File: src/rtl/mult_hilo_pkg.sv
// Shared types and constants for the HI/LO multiply controller.
package mult_hilo_pkg;

  typedef enum logic [1:0] {
    IDLE = 2'd0,
    RUN  = 2'd1,
    DONE = 2'd2
  } state_e;

  localparam int unsigned TIMEOUT_CYCLES_DEF = 64;

endpackage

File: src/rtl/mult_hilo_ctrl_if.sv
// Control-unit / multiplier bus of the HI/LO controller; slave is the controller side.
interface mult_hilo_ctrl_if;
  logic        mult_req;
  logic        mult_work;
  logic [63:0] mul_in;
  logic        end_mult;
  logic        hi_write;
  logic        lo_write;
  logic [31:0] wr_data;
  logic [31:0] hi;
  logic [31:0] lo;
  logic        busy;
  logic        done;
  logic        timeout;

  modport master (
    output mult_req, mul_in, end_mult, hi_write, lo_write, wr_data,
    input  mult_work, hi, lo, busy, done, timeout
  );

  modport slave (
    input  mult_req, mul_in, end_mult, hi_write, lo_write, wr_data,
    output mult_work, hi, lo, busy, done, timeout
  );
endinterface

File: src/rtl/mult_hilo_ctrl_hilo_regs.sv
// HI/LO architectural registers; a captured product has priority over MTHI/MTLO writes.
module hilo_regs (
  input  logic        i_clk,
  input  logic        i_rst_n,
  input  logic        i_cap,
  input  logic [63:0] i_product,
  input  logic        i_hi_we,
  input  logic        i_lo_we,
  input  logic [31:0] i_wr_data,
  output logic [31:0] o_hi,
  output logic [31:0] o_lo
);

  logic [31:0] r_hi;
  logic [31:0] r_lo;

  always_ff @(posedge i_clk or negedge i_rst_n) begin
    if (!i_rst_n) begin
      r_hi <= '0;
      r_lo <= '0;
    end else if (i_cap) begin
      r_hi <= i_product[63:32];
      r_lo <= i_product[31:0];
    end else begin
      if (i_hi_we) r_hi <= i_wr_data;
      if (i_lo_we) r_lo <= i_wr_data;
    end
  end

  assign o_hi = r_hi;
  assign o_lo = r_lo;

endmodule

File: src/rtl/mult_hilo_ctrl.sv
// MULT sequencing FSM (IDLE/RUN/DONE) in front of the HI/LO registers.
// Optional RUN-state abort counter enabled by MULT_TIMEOUT_EN.
module mult_hilo_ctrl
  import mult_hilo_pkg::*;
#(
  parameter int unsigned TIMEOUT_CYCLES = TIMEOUT_CYCLES_DEF
) (
  input logic              Clk,
  input logic              reset,
  mult_hilo_ctrl_if.slave  bus
);

  if (TIMEOUT_CYCLES < 1) begin : g_bad_param
    $error("TIMEOUT_CYCLES must be at least 1");
  end

  state_e r_state;
  state_e w_state_d;
  logic   w_cap;
  logic   w_hi_we;
  logic   w_lo_we;

`ifdef MULT_TIMEOUT_EN
  localparam int unsigned CW = (TIMEOUT_CYCLES > 1) ? $clog2(TIMEOUT_CYCLES) : 1;
  logic [CW-1:0] r_cnt;
  logic          r_timeout;
  logic          w_abort;
`endif

  always_ff @(posedge Clk or negedge reset) begin
    if (!reset) r_state <= IDLE;
    else        r_state <= w_state_d;
  end

  always_comb begin
    w_state_d = r_state;
    w_cap     = 1'b0;
`ifdef MULT_TIMEOUT_EN
    w_abort   = 1'b0;
`endif
    unique case (r_state)
      IDLE: if (bus.mult_req) w_state_d = RUN;
      RUN: begin
        if (bus.end_mult) begin
          w_cap     = 1'b1;
          w_state_d = DONE;
        end
`ifdef MULT_TIMEOUT_EN
        // A product arriving on the terminal count still wins.
        else if (r_cnt == CW'(TIMEOUT_CYCLES - 1)) begin
          w_abort   = 1'b1;
          w_state_d = IDLE;
        end
`endif
      end
      DONE:    w_state_d = IDLE;
      default: w_state_d = IDLE;
    endcase
  end

`ifdef MULT_TIMEOUT_EN
  always_ff @(posedge Clk or negedge reset) begin
    if (!reset) begin
      r_cnt     <= '0;
      r_timeout <= 1'b0;
    end else begin
      r_cnt     <= (r_state == RUN) ? r_cnt + CW'(1) : '0;
      r_timeout <= w_abort;
    end
  end
  assign bus.timeout = r_timeout;
`else
  assign bus.timeout = 1'b0;
`endif

  // MTHI/MTLO are dropped while a product is pending.
  assign w_hi_we = bus.hi_write && (r_state != RUN);
  assign w_lo_we = bus.lo_write && (r_state != RUN);

  assign bus.mult_work = (r_state == RUN);
  assign bus.busy      = (r_state == RUN);
  assign bus.done      = (r_state == DONE);

  hilo_regs u_hilo_regs (
    .i_clk     (Clk),
    .i_rst_n   (reset),
    .i_cap     (w_cap),
    .i_product (bus.mul_in),
    .i_hi_we   (w_hi_we),
    .i_lo_we   (w_lo_we),
    .i_wr_data (bus.wr_data),
    .o_hi      (bus.hi),
    .o_lo      (bus.lo)
  );

endmodule

File: src/flat_wrapper.sv
// flat-port wrapper written by rule: the top's interface ports become plain ports
module mult_hilo_ctrl_flat import mult_hilo_pkg::*;
#(
  parameter int unsigned TIMEOUT_CYCLES = TIMEOUT_CYCLES_DEF
)
  (Clk, reset, bus_mult_req, bus_mul_in, bus_end_mult, bus_hi_write, bus_lo_write, bus_wr_data, bus_mult_work, bus_hi, bus_lo, bus_busy, bus_done, bus_timeout);
  mult_hilo_ctrl_if bus_i ();
  input logic Clk;
  input logic reset;
  input wire logic [$bits(bus_i.mult_req)-1:0] bus_mult_req;
  input wire logic [$bits(bus_i.mul_in)-1:0] bus_mul_in;
  input wire logic [$bits(bus_i.end_mult)-1:0] bus_end_mult;
  input wire logic [$bits(bus_i.hi_write)-1:0] bus_hi_write;
  input wire logic [$bits(bus_i.lo_write)-1:0] bus_lo_write;
  input wire logic [$bits(bus_i.wr_data)-1:0] bus_wr_data;
  output wire logic [$bits(bus_i.mult_work)-1:0] bus_mult_work;
  output wire logic [$bits(bus_i.hi)-1:0] bus_hi;
  output wire logic [$bits(bus_i.lo)-1:0] bus_lo;
  output wire logic [$bits(bus_i.busy)-1:0] bus_busy;
  output wire logic [$bits(bus_i.done)-1:0] bus_done;
  output wire logic [$bits(bus_i.timeout)-1:0] bus_timeout;
  assign bus_i.mult_req = bus_mult_req;
  assign bus_i.mul_in = bus_mul_in;
  assign bus_i.end_mult = bus_end_mult;
  assign bus_i.hi_write = bus_hi_write;
  assign bus_i.lo_write = bus_lo_write;
  assign bus_i.wr_data = bus_wr_data;
  assign bus_mult_work = bus_i.mult_work;
  assign bus_hi = bus_i.hi;
  assign bus_lo = bus_i.lo;
  assign bus_busy = bus_i.busy;
  assign bus_done = bus_i.done;
  assign bus_timeout = bus_i.timeout;
  mult_hilo_ctrl #(.TIMEOUT_CYCLES(TIMEOUT_CYCLES)) u_core (.Clk(Clk), .reset(reset), .bus(bus_i));
endmodule
File: config.mk
export PLATFORM = sky130hd
export DESIGN_NAME = mult_hilo_ctrl_flat
export DESIGN_NICKNAME = d
export VERILOG_FILES = /design/src/rtl/mult_hilo_pkg.sv /design/src/rtl/mult_hilo_ctrl_if.sv /design/src/rtl/mult_hilo_ctrl_hilo_regs.sv /design/src/rtl/mult_hilo_ctrl.sv /design/src/flat_wrapper.sv
export SDC_FILE = /design/constraint.sdc
export NUM_CORES = 1
export LEC_CHECK = 0
export BUFFER_PORTS_ARGS = -buffer_cell sky130_fd_sc_hd__buf_4
export CAP_MARGIN = 40
export CORE_MARGIN = 2
export CORE_UTILIZATION = 45
export CTS_BUF_LIST = sky130_fd_sc_hd__clkbuf_4 sky130_fd_sc_hd__clkbuf_8 sky130_fd_sc_hd__clkbuf_16
export CTS_CLUSTER_SIZE = 25
export DETAILED_ROUTE_END_ITERATION = 10
export HOLD_SLACK_MARGIN = 0.05
export MAX_ROUTING_LAYER = met4
export PLACE_DENSITY = 0.9
export SYNTH_ARGS = -nofsm -noshare
export SYNTH_HDL_FRONTEND = slang
export SYNTH_SLANG_ARGS = --single-unit
export TNS_END_PERCENT = 20
File: constraint.sdc
create_clock -name Clk -period 1.7 [get_ports Clk]
set_input_delay 0.085 -clock Clk [delete_from_list [all_inputs] [get_ports Clk]]
set_output_delay 0.085 -clock Clk [all_outputs]
set_load 0.005 [all_outputs]
=== After elaboration in Yosys (flattened, before gate mapping) ===
Cells that the tools add are included.

* Logic and storage cells: 23
* Memories: 0
* Memory bits (read-only): 0
* Bits of input ports: 102
* Memory bits (writable): 0
* Bits in latches: 0
* Register bits after elaboration: 66
* Output and inout port bits: 68

* Divide/modulo/power cells: 0
* Multiplexer cells: 9
* Equality and inequality tests: 5
* Magnitude comparators: 0
* Shift-type cells: 0
* Bitwise operators: 0
* $add $sub $neg: 0
* Reductions and logical operators: 6
* Multipliers: 0

{| class="wikitable"
|+ Operators by type and width
! cell !! count
|-
| 32-bit 2-to-1 mux || 4
|-
| 2-bit 2-to-1 mux || 2
|-
| 2-bit != test (second input constant) || 2
|-
| 2-bit one-hot mux with 2 select lines || 1
|-
| 2-bit nonzero test || 2
|-
| 2-bit by 1-bit == test with 1-bit output (second input constant) || 1
|-
| 2-bit == test (second input constant) || 1
|-
| 1-bit logical AND || 2
|-
| 2-bit zero test || 1
|-
| 1-bit 2-to-1 mux || 2
|-
| 2-bit by 1-bit != test with 1-bit output (second input constant) || 1
|-
| 2-bit AND reduction || 1
|}

=== Longest topological paths before layout ===
* Depth in word-level cells: 4
* Depth in mapped cells: 6
* Depth with buffers taken out: 4

=== Modules after synthesis ===
From an unflattened synthesis, not the netlist that was laid out.

* Cell total of the unflattened synthesis: 293
* Area, all modules: 3150.5 µm²

{| class="wikitable"
|+ By module, submodules not included
! module !! sequential area each (µm²) !! cells each !! area an instance (µm²) !! instances
|-
| hilo_regs || 1601.5 || 278 || 3015.4 || 1
|-
| mult_hilo_ctrl || 50.0 || 15 || 135.1 || 1
|}

=== Worst setup path after synthesis ===
OpenSTA, ideal clock, no wires.

* Path kind: reg-to-reg
* From: register u_core.r_state[1]
* To: register u_core.u_hilo_regs.r_lo[0], in the netlist u_core.u_hilo_regs.o_lo[0]
* Cell stages (with the launch flop): 5
* Clock period less this slack: 1339 ps
* Path buffers: 1
* Arrival: 1216 ps
* Library setup time: 123 ps
* Slack: 361 ps
* Data required time: 1577 ps
* Cells stage by stage: dfrtp_1 -> nand2b_4 -> mux2_4 -> buf_6 -> o221a_1

* Cells in the longest elaborated chain, start to end: 3
* Elaborated cells between the ends (all ways): 6
* Classes of those cells: eq/ne (2); mux (2); reduce/logical (2)

{| class="wikitable"
|+ Ends and longest elaborated chain
! item !! line !! RTL
|-
| from (decl) || mult_hilo_ctrl.sv:17 || <nowiki>state_e r_state;</nowiki>
|-
| from (signal assigned) || mult_hilo_ctrl.sv:32 || <nowiki>else r_state <= w_state_d;</nowiki>
|-
| 2-bit by 1-bit == test with 1-bit output / 2-bit by 1-bit != test with 1-bit output (equally long branches) || mult_hilo_ctrl.sv:41, mult_hilo_ctrl.sv:78 ||
|-
| 1-bit 2-to-1 mux / 1-bit logical AND (equally long branches) || mult_hilo_ctrl.sv:41, mult_hilo_ctrl.sv:78 ||
|-
| 32-bit 2-to-1 mux / 2-bit nonzero test (equally long branches) || n/a ||
|-
| to (signal assigned) || mult_hilo_ctrl_hilo_regs.sv:23 || <nowiki>r_lo <= i_product[31:0];</nowiki>
|-
| to (signal assigned) || mult_hilo_ctrl_hilo_regs.sv:26 || <nowiki>if (i_lo_we) r_lo <= i_wr_data;</nowiki>
|-
| to (decl) || mult_hilo_ctrl_hilo_regs.sv:15 || <nowiki>logic [31:0] r_lo;</nowiki>
|}

Parallel ways exist; a longest one is shown, timed or not.
A chain may end at the register's enable or synchronous reset.

=== Final worst setup path ===
* From: register u_core.r_state[1]
* To: register u_core.u_hilo_regs.r_lo[5], in the netlist u_core.u_hilo_regs.o_lo[5]

Same word-level chain as after synthesis.

==> summary.md <==
| Metric | Value |
|---|---|
| Initial Util | 0.461 |
| Stages on the worst setup path | 3 |
| DR WL/cell | 20.1 um |
| Worst-path cell chain | nand2b_4 -> mux2_4 -> o221a_1 |
| Share of cells above drive strength 1 | 0.433 |
| Hold Slack | 0.0586 ns |
| Internal power | 3620 uW |
| Worst r2r path cells | 3 |
| Core ar. | 0.00676 mm^2 |
| Total grt overflow | 0 |
| Clock share of power | 0.252 |
| Worst Path Required | 1.91 ns |
| Maximum vdd drop | 603 uV |
| Reg2Reg Setup Slack | 0.14 ns |
| RSZ-0062 raised after global routing | no |
| Maximum clock path buffer count | 2 |
| Syn nets | 338 |
| CTS Buf Count | 9 |
| Switching share of power | 0.296 |
| Clock Latency Late Sink | 0.33 ns |
| Slew Limit Fails | 0 |
| Mapped cell area | 0.00311 mm^2 |
| Fill cell count | 428 |
| Sequential element share of the synthesized area | 0.531 |
| # port buffers | 168 |
| Netlist cell types | 19 |
| Final setup TNS | 0 ns |
| P&R area growth vs syn | 65.8% |
| Reg clk slew, reported paths | 0.08 ns |
| Register share of total power | 0.419 |
| Post-synth top area share | 0.531 |
| # clock sinks | 66 |
| Largest net degree at the start of global routing | 67 |
| GR Util All Layers | 0.294 |
| Critical Path Start Type | flip-flop |
| RePlAce Congestion | 0.778 |
| Rel. slew slack | 0.444 |
| Worst min path class | input pin to flip-flop |
| Storage cell area | 0.00165 mm^2 |
| Main area contributors after synthesis | dfrtp_1 (53%), o221a_1 (22%), nand3b_1 (15%) |
| Std-Cell Rows | 30 |
| Standby leakage power | 0.00225 uW |
| Remaining DRCs | 0 |
| Type of element capturing the critical path | flip-flop |
| Family with the most delay on the worst path | multiplexers |
| Fmax | 640 MHz |
| Root Buffer | clkbuf_8 |
| Crit path largest cell delay | 0.50 ns |
| Worst Clk Skew | 0.0108 ns |
| Footprint of the multi-input gates | 0.00127 mm^2 |
| Routed WL | 10.8 mm |
| Vias in the first global route | 3404 |
| Comb pwr share | 0.329 |
| Status | completed |
| Die area | 0.00760 mm^2 |
| Synth Area per Inst | 13.2 um^2 |
| Die X | 87.2 um |
| Iter 0 DRT Violations | 186 |
| Post-route ant nets | 0 |
| Max cap viols | 0 |
| Flops & latches, synth | 66 |
| Final setup fails | 0 |
| Worst Tran Pin Value | 0.834 ns |
| Worst hold path depth | 2 |
| Post-synth top area cell | dfrtp_1 |
| Crit path DAT | 1.77 ns |
| HPWL Detailed | 6.46 mm |
| Minimum clock period | 1.56 ns |
| Power Density | 996 mW/mm^2 |
| H-tree Lvls | 3 |
| Critical Path Slowest Stage Cell | mux2_4 |
| Critical path type | flip-flop to flip-flop |
| Global-route wire length before repair | 16.6 mm |
| CP Buf/Inv Count | 0 |
| DR vias/cell | 5.79 |
| Die height | 87.2 um |
| Final Hold Vio Count | 0 |
| Part of the cycle the worst path needs | 0.919 |
| CTS tree | done |
| Nets@finish | 554 |
| CP max FO | 32 |
| I/O Pins | 170 |
| Ant diodes | 0 |
| Initial antenna violation count | 0 |
| NetSw | 1520 uW |
| Post-Syn Instances | 236 |
| Via count | 3110 |
| First-pass DRT Iterations | 4 |
| Yosys warns | 0 |
[area by class of cell]
type	count	share of cell area
sequential	66	0.320
timing repair buffer	235	0.374
clock inverter	6	0.0112
inverter	4	0.00291
multi-input combinational	136	0.246
clock buffer	10	0.0255
tap	80	0.0194
[kinds of logic after synthesis]
family,count (synthesis),share of synthesized area
other cells,1,0.00121
buf+inv,34,0.0615
compound gates,64,0.232
flops,66,0.531
mux,3,0.0129
simple gates,68,0.162
[power groups by stage]
stage                     sequential (uW)  combinational [uW]  clock, uW
final                                2150                1690       1300
after global routing                 2190                1810       1360
after CTS                            2140                1670       1300
after detailed placement             2160                1560          0
after global placement               2140                1490          0
after floorplan                      2150                 668          0
[flip-flops by register name, summed over array words and instances, names as in the netlist]
register,flops
u_core.r_state,2
u_core.u_hilo_regs.o_hi,32
u_core.u_hilo_regs.o_lo,32
[worst paths after layout]
kind,end,start
hold / removal,u_core.u_hilo_regs.o_hi[18],bus_mul_in[50]
max in group asynchronous,u_core.u_hilo_regs.o_hi[15],reset
setup reg to reg,u_core.u_hilo_regs.o_lo[5],u_core.r_state[1]
min in group asynchronous,u_core.u_hilo_regs.o_hi[1],reset
hold reg to reg,u_core.r_state[0],u_core.r_state[1]
setup / recovery,u_core.u_hilo_regs.o_lo[5],u_core.r_state[1]
[Yosys cell counts, drive strengths merged]
library cell,count
conb,1
nand3b,62
inv,4
nand2b,1
o221a,64
nor2,1
mux2,2
mux2i,1
clkbuf,7
nand2,1
nand3,2
buf,23
and2b,1
dfrtp,66
[stage by stage]
stage	util	setup WS [ns]	total power (uW)	std cells	area [um^2]
2_1_floorplan	-	0.361	2810	236	3110
3_3_place_gp	0.644	0.200	3640	459	4350
3_5_place_dp	0.644	0.151	3710	459	4350
4_1_cts	0.764	0.134	5110	537	5160
5_1_grt	0.764	0.0910	5350	537	5160
6_report	0.764	0.138	5140	537	5160
[cell usage in the layout (no fill, tap or decap)]
master           n
o221a_2          4
clkbuf_4         1
o221a_1         60
inv_1            3
clkinv_2         4
nand2_2          1
bufinv_16        1
clkbuf_8         9
mux2i_1          1
clkinvlp_4       1
nand3b_1        62
conb_1           1
and2b_1          1
nand3_1          2
buf_4          172
dlygate4sd3_1   62
nor2_1           1
inv_2            1
nand2b_4         1
buf_12           1
mux2_4           2
dfrtp_1         66
[per-layer routing]
layer  share of wire  wire length (um)  vias to the layer above  global-route usage
met3           0.062               672                       29              0.0550
met1            0.41              4400                     1553               0.343
met2            0.50              5420                      160               0.493
li1                -                 -                     1368                   -
met5               0                 0                        -                   -
met4           0.028               303                        0               0.133
[worst reg2reg max path: cells and delay by family (launching register included)]
kind	cells	cell delay [ns]
AO/OA/AOI/OAI	1	0.33
AND/OR/NAND/NOR	1	0.22
multiplexers	1	0.50
flip-flops	1	0.40
[repair_timing]
item / 4_1_cts / 5_1_grt
hold buffers: 62 / 0
gates resized for setup: 0 / 0
endpoints found under the hold margin: 127 / 0
setup buffers: 0 / 0
Power figures use the tool's default switching activity.
